## config.mk

```make
export PLATFORM = sky130hd
export DESIGN_NAME = fetch_stall_ctrl
export DESIGN_NICKNAME = d
export VERILOG_FILES = /design/src/rtl/fetch_stall_ctrl_pkg.sv /design/src/rtl/fetch_stall_ctrl_mult_seq.sv /design/src/rtl/fetch_stall_ctrl.sv
export SDC_FILE = /design/constraint.sdc
export NUM_CORES = 1
export LEC_CHECK = 0
export CAP_MARGIN = 20
export CORE_AREA = 2 2 43 45
export DETAILED_ROUTE_END_ITERATION = 8
export DIE_AREA = 0 0 45 47
export PLACE_DENSITY = 0.74
export SLEW_MARGIN = 20
export SYNTH_ARGS = -nofsm -noshare
export SYNTH_HDL_FRONTEND = slang
export SYNTH_SLANG_ARGS = --single-unit
export TNS_END_PERCENT = 5
```

## constraint.sdc

```tcl
create_clock -name clk -period 2.1 [get_ports clk]
set_clock_uncertainty 0.05 [all_clocks]
set_input_delay 0.42 -clock clk [delete_from_list [all_inputs] [get_ports clk]]
set_output_delay 0.42 -clock clk [all_outputs]
set_load 0.005 [all_outputs]
```

## src/rtl/fetch_stall_ctrl_pkg.sv

```systemverilog
// pipe_defs: shared definitions for the fetch stall controller.
package pipe_defs;
    localparam int REG_W = 5;
    localparam logic [0:REG_W-1] REG_ZERO = '0;
    typedef enum logic {IDLE = 1'b0, BUSY = 1'b1} mult_state_e;
endpackage

```

## src/rtl/fetch_stall_ctrl_mult_seq.sv

```systemverilog
// mult_seq: multiply sequencer FSM with down-counter holding the front end
// while the multiplier runs.
module mult_seq
    import pipe_defs::*;
#(
    parameter int MULT_CYCLES = 4
) (
    input  logic clk,
    input  logic rst_n,
    input  logic mult_start,
    input  logic abort,
    output logic reg_lock_mult,
    output logic mult_busy,
    output logic mult_done
);
    localparam logic [3:0] CNT_INIT = 4'(MULT_CYCLES - 2);

    mult_state_e state_q, state_d;
    logic [3:0]  cnt_q, cnt_d;

    always_comb begin
        state_d = state_q;
        cnt_d   = cnt_q;
        if (state_q == IDLE) begin
            if (mult_start) begin
                state_d = BUSY;
                cnt_d   = CNT_INIT;
            end
        end else if (abort || cnt_q == 4'd0) begin
            state_d = IDLE;
            cnt_d   = '0;
        end else begin
            cnt_d = cnt_q - 4'd1;
        end
    end

    always_ff @(posedge clk) begin
        if (!rst_n) begin
            state_q <= IDLE;
            cnt_q   <= '0;
        end else begin
            state_q <= state_d;
            cnt_q   <= cnt_d;
        end
    end

    // The start cycle locks immediately so the multiply is frozen in ID from the first cycle.
    assign reg_lock_mult = rst_n & ((state_q == IDLE) ? mult_start : (~abort & (cnt_q != 4'd0)));
    assign mult_busy     = rst_n & (state_q == BUSY);
    assign mult_done     = rst_n & (state_q == BUSY) & (cnt_q == 4'd0) & ~abort;
endmodule

```

## src/rtl/fetch_stall_ctrl.sv

```systemverilog
// fetch_stall_ctrl: load-use, multiply and redirect stall/flush control for IF/ID.
// Optional STALL_PERF_CNT_EN adds saturating stall/flush performance counters.
module fetch_stall_ctrl
    import pipe_defs::*;
#(
    parameter int MULT_CYCLES = 4,
    parameter int CNT_W       = 32
) (
    input  logic           clk,
    input  logic           rst_n,
    input  logic [0:REG_W-1] id_rs1,
    input  logic [0:REG_W-1] id_rs2,
    input  logic           id_uses_rs1,
    input  logic           id_uses_rs2,
    input  logic           id_is_mult,
    input  logic [0:REG_W-1] ex_rd,
    input  logic           ex_is_load,
    input  logic           jump_or_branch,
    output logic           reg_lock,
    output logic           reg_lock_mult,
    output logic           bubble_ex,
    output logic           flush_id,
    output logic           mult_busy,
    output logic           mult_done
`ifdef STALL_PERF_CNT_EN
    ,
    output logic [0:CNT_W-1] perf_lu_stalls,
    output logic [0:CNT_W-1] perf_mult_stalls,
    output logic [0:CNT_W-1] perf_flushes
`endif
);
    if (MULT_CYCLES < 2 || MULT_CYCLES > 16 || CNT_W < 1) begin : g_bad_params
        $error("fetch_stall_ctrl: illegal MULT_CYCLES or CNT_W");
    end

    logic load_use, mult_start;

    assign load_use   = ex_is_load & (ex_rd != REG_ZERO) &
                        ((id_uses_rs1 & (id_rs1 == ex_rd)) | (id_uses_rs2 & (id_rs2 == ex_rd)));
    // Priority flush > load-use > multiply; mult_busy doubles as "not IDLE".
    assign mult_start = rst_n & id_is_mult & ~load_use & ~jump_or_branch & ~mult_busy;
    assign flush_id   = rst_n & jump_or_branch;
    assign reg_lock   = rst_n & load_use & ~jump_or_branch;
    assign bubble_ex  = reg_lock;

    mult_seq #(.MULT_CYCLES(MULT_CYCLES)) u_mult_seq (
        .clk           (clk),
        .rst_n         (rst_n),
        .mult_start    (mult_start),
        .abort         (jump_or_branch),
        .reg_lock_mult (reg_lock_mult),
        .mult_busy     (mult_busy),
        .mult_done     (mult_done)
    );

`ifdef STALL_PERF_CNT_EN
    logic [0:CNT_W-1] perf_lu_q, perf_mult_q, perf_flush_q;

    always_ff @(posedge clk) begin
        if (!rst_n) begin
            perf_lu_q    <= '0;
            perf_mult_q  <= '0;
            perf_flush_q <= '0;
        end else begin
            if (reg_lock && !(&perf_lu_q))
                perf_lu_q <= perf_lu_q + CNT_W'(1);
            if (reg_lock_mult && !(&perf_mult_q))
                perf_mult_q <= perf_mult_q + CNT_W'(1);
            if (flush_id && !(&perf_flush_q))
                perf_flush_q <= perf_flush_q + CNT_W'(1);
        end
    end

    assign perf_lu_stalls   = perf_lu_q;
    assign perf_mult_stalls = perf_mult_q;
    assign perf_flushes     = perf_flush_q;
`endif
endmodule

```

=== After elaboration in Yosys (flattened, before gate mapping) ===
Cells that the tools add are included.

* Add/sub/neg operators: 1
* Equal/unequal tests: 2
* Mux-type cells: 7
* Bitwise logic cells: 20
* Reduce and logical (&&, ||, !) cells: 5

{| class="wikitable"
|+ Operators by type and width
! operator !! number
|-
| 1-bit AND || 16
|-
| 4-bit 2-to-1 mux || 3
|-
| 5-bit == test || 2
|-
| 5-bit nonzero test || 1
|-
| 4-bit zero test || 1
|-
| 1-bit 2-to-1 mux || 4
|-
| 4-bit nonzero test || 1
|-
| 4-bit by 1-bit subtractor with 4-bit output, second input constant || 1
|-
| 1-bit NOT || 3
|-
| 2-bit nonzero test || 1
|-
| 1-bit logical OR || 1
|-
| 1-bit bitwise OR || 1
|}

* Register bits: 5
* Bits of input ports: 22
* Output and inout port bits: 6
* Logic and storage cells: 37

=== Logic depth before layout (Yosys ltp) ===
* Depth after elaboration: 10
* Gate-level depth with buffers: 6
* Mapped depth without buffers: 6

=== By module ===
A second synthesis with hierarchy kept.

* Cells, all modules: 54
* Area, all modules: 462.9 um^2

{| class="wikitable"
|+ By module, submodules not included
! module !! instances !! cells each !! area an instance (um^2) !! seq. area each (um^2)
|-
| mult_seq || 1 || 32 || 294.0 || 100.1
|-
| fetch_stall_ctrl || 1 || 22 || 168.9 || 0.0
|}

=== Worst setup path after synthesis ===
OpenSTA, ideal clock, no wires.

* Path type: in2out
* Start point: input ex_rd[1] (netlist bit)
* End point: output reg_lock
* Arrival: 1.509 ns
* Required time: 1.630 ns
* Slack: 0.121 ns
* Stages: 5
* Buffers on the path: 1
* Cells stage by stage: xor2_1 nor4_2 a32oi_2 nor3b_1 buf_4

* Longest elaborated chain between the ends: 6
* Elaborated cells on any way between the ends: 10
* Classes of those cells: eq/ne: 2; bitwise: 7; reduce/logical: 1

{| class="wikitable"
|+ RTL lines
! item !! RTL line !! RTL
|-
| start: declaration || fetch_stall_ctrl.sv:16 || <nowiki>input logic [0:REG_W-1] ex_rd,</nowiki>
|-
| 5-bit == test || fetch_stall_ctrl.sv:39 || <nowiki>((id_uses_rs1 & (id_rs1 == ex_rd)) | (id_uses_rs2 & (id_rs2 == ex_rd)));</nowiki>
|-
| 1-bit AND || fetch_stall_ctrl.sv:39 ||
|-
| 1-bit bitwise OR || fetch_stall_ctrl.sv:39 ||
|-
| 1-bit AND (*) || fetch_stall_ctrl.sv:38 || <nowiki>assign load_use = ex_is_load & (ex_rd != REG_ZERO) &</nowiki>
|-
| 1-bit AND (*) (2 in series) || fetch_stall_ctrl.sv:43 || <nowiki>assign reg_lock = rst_n & load_use & ~jump_or_branch;</nowiki>
|-
| end: declaration || fetch_stall_ctrl.sv:19 || <nowiki>output logic reg_lock,</nowiki>
|}

Every way passes the cells marked *; elsewhere a longest branch is shown, timed or not.

=== Worst setup path after layout ===
* Start point: input ex_rd[3] (netlist bit)
* End point: output reg_lock

Same word-level chain as after synthesis.

==> flow_summary.yaml <==
place:
  dp.cells: 121
  portBuffers: 27
  dpl_worst_slack_ns: -0.7949
  dp_hpwl_um: 1269
  gp_congestion: 0.8688
logic_synthesis:
  ys_types: 36
  synth_ff_type: "dfxtp_1"
  ys_seq_elements: 5
  synth_most_common_cell: "xor2_1"
  yosys_warnings: 0
  avgSynthCellArea_um2: 8.520
  syn-num-nets: 86
  synthCells: 63
  ys_seq_area_share_pct: 18.65
  synth_edf_count: 0
  synth_common_cells: "xor2_1, o21ai_0, dfxtp_1"
  synth-async-reset-ratio_pct: 0
  syn_area_um2: 536.8
  synth_area_leaders: "dfxtp_1, xor2_1, o21ai_0"
  synth_top_cell_by_area: "dfxtp_1"
  synth_top_area_share_pct: 18.65
timing:
  rsz0062_at_grt: "true"
  layout_setup_ws_ns: -0.06917
  setup_violations: 3
  period_minus_slack_ns: 2.169
  slew-limit-headroom_pct: 77.21
  maxSlewViolCount: 0
  fmax_mhz: 461.0
  worst_pin_slew_ns: 0.3371
  post-route-period-util_pct: 103.3
  finalHoldViolations: 0
critical_path:
  cp.required_ns: 1.63
  cp_max_fo: 2
  reg2reg_depth: 7
  reg2reg_slack_ns: 0.54
  max_stage_delay_ns: 0.30
  end_kind: "output port"
  rr_endpoint: "u_mult_seq.cnt_q[2]$_SDFFE_PN0P_"
  worst_ep_arrival_time_ns: 1.70
  crit_path_top_delay_cell: "nor4_2"
  r2r-start: "u_mult_seq.cnt_q[0]$_SDFFE_PN0P_"
  path_cells: "buf_8, buf_6, xor2_2, nor4_2, a32oi_2, buf_4, nor3b_2, buf_2"
  worstSetupPathType: "in -> out"
  worstSetupStartpointType: "input pin"
finish:
  syn_to_final_growth_pct: 83.68
  multi_input_area_um2: 439.2
  diodes: 0
  fillCellCount: 165
  drive_gt1_share_pct: 36.04
  stdcell_count: 128
  seq_area_um2: 100.1
  final_util_pct: 59.70
  nets: 135
clock_tree:
  numCtsBuffers: 3
  cts.clk_slew.worst_paths_ns: 0.04
  ctsHoldBuffers: 0
  h-tree-depth: 1
  clkLatencyLatePin_ns: 0.24
  clock_sinks: 5
  cts_tree: "yes"
  cts_buffer_depth: 2
  cts_root_buffer: "clkbuf_4"
global_routing:
  grt_pass1_wl_um: 2449
  grt_use_total_pct: 15.83
  grtUsageMet3_pct: 3.846
  grt_pass1_vias: 647
  grt_max_degree: 11
  antenna_found_initial: 0
  busiest_layer: "met2"
  grtUsageMet1_pct: 15.10
  grt_overflow_total: 0
  use_met2_pct: 32.57
route:
  drc: 0
  routed_via_density: 5.156
  drtPass1Iterations: 4
  drt_iter0_drc: 12
  vias: 660
  wire_per_inst_um: 12.17
  postRouteWirelength_um: 1558
  antenna_left: 0
floorplan:
  die_y_um: 47
  dieArea_mm2: 0.002115
  initial_utilization_pct: 32.50
  coreArea_mm2: 0.001652
  io_pins: 28
  fp.dieW_um: 45
  rows: 15
worst_hold_path:
  min_from: "u_mult_seq.cnt_q[2]$_SDFFE_PN0P_"
  hold_path_class: "reg -> reg"
  min_path_cells: 3
  hold_end: "u_mult_seq.cnt_q[2]$_SDFFE_PN0P_"
status:
  status: "complete, but fails checks"
  violations: "setup timing"
run:
  max-cap-violations: 0
power:
  ir_drop_mv: 0.3168
  pwr_density_cell_mw_per_mm2: 358.7
  p_leak_uw: 0.0004232
  finalPower_uw: 353.7
==> critical path: cells and delay by family <==
| kind | cells | cell delay, ns |
|---|---|---|
| xor+xnor | 1 | 0.16 |
| buf+inv | 4 | 0.49 |
| simple gates | 2 | 0.47 |
| compound gates | 1 | 0.16 |
==> per-stage QoR <==
stage,instance area (um^2),TNS (ns),hold slack [ns]
floorplan,536.8,0,0.4520
global placement,939.7,-2.575,0.5467
detailed placement,939.7,-2.841,0.5573
CTS,987.2,-0.2978,0.5784
global route,985.9,-0.4321,0.6055
finish,985.9,-0.1970,0.5692
==> kinds of logic (layout without fill, tap and decap cells) <==
kind of cell             after synthesis  after routing  synth area share, %
AO/OA/AOI/OAI                         19             19                28.21
XOR/XNOR                              10             10                16.32
adder cells (fa/ha/maj)                1              1                2.331
buffers and inverters                  5             53                4.428
flip-flops                             5              5                18.65
AND/OR/NAND/NOR                       23             23                30.07
==> worst max-delay path by stage <==
stage,cells after the start,slack (ns),endpoint,from
2_1_floorplan,5,0.12,reg_lock,ex_rd[1]
6_report,8,-0.07,reg_lock,ex_rd[3]
3_3_place_gp,6,-0.75,reg_lock,ex_rd[1]
4_1_cts,8,-0.13,reg_lock_mult,id_rs1[3]
3_5_place_dp,6,-0.79,bubble_ex,ex_rd[1]
5_1_grt,8,-0.16,reg_lock,ex_rd[3]
==> layer usage <==
| metal | vias up | share of wire (%) |
|---|---|---|
| met5 | - | 0 |
| met4 | 0 | 0 |
| met3 | 0 | 7.2 |
| met2 | 38 | 56 |
| met1 | 290 | 37 |
| li1 | 332 | - |
==> registers in the layout, summed over array words and instances (netlist names) <==
| name | flops |
|---|---|
| u_mult_seq.state_q | 1 |
| u_mult_seq.cnt_q | 4 |
==> power by group <==
part	internal [uW]	total, uW	switching [uW]
clock network	71.8	111	39.2
registers	98.6	102	3.16
logic	86.3	141	54.6
==> repair_timing <==
item | CTS | global route
gates resized for setup | 46 | 6
buffers inserted | 3 | 1
endpoints found under the setup margin | 6 | 3
pin swaps | 9 | 5
==> cell type report <==
class	count	area share, %
tap	17	2.157
clock buffer	4	2.665
timing repair buffer	47	39.72
multi-input combinational	53	44.54
inverter	2	0.7614
sequential	5	10.15
==> placed cells by master, fill, tap and decap left out, types with 2 or more instances in the layout <==
master	synthesis	final
clkbuf_2	0	2
nor2b_1	2	2
xor2_1	8	7
dlygate4sd2_1	0	9
clkbuf_4	0	3
nor3_1	3	3
nor4_2	1	2
buf_4	1	18
o21ba_1	2	2
buf_2	1	4
o31ai_1	2	2
clkdlybuf4s50_1	0	8
clkdlybuf4s15_1	0	3
dfxtp_1	5	5
and4b_1	2	2
o21ai_0	7	6
xnor2_1	2	2
nor3b_2	0	2
inv_1	2	2
buf_6	0	2
and2_1	2	2
Note: power is estimated with default switching activity, not from simulation.
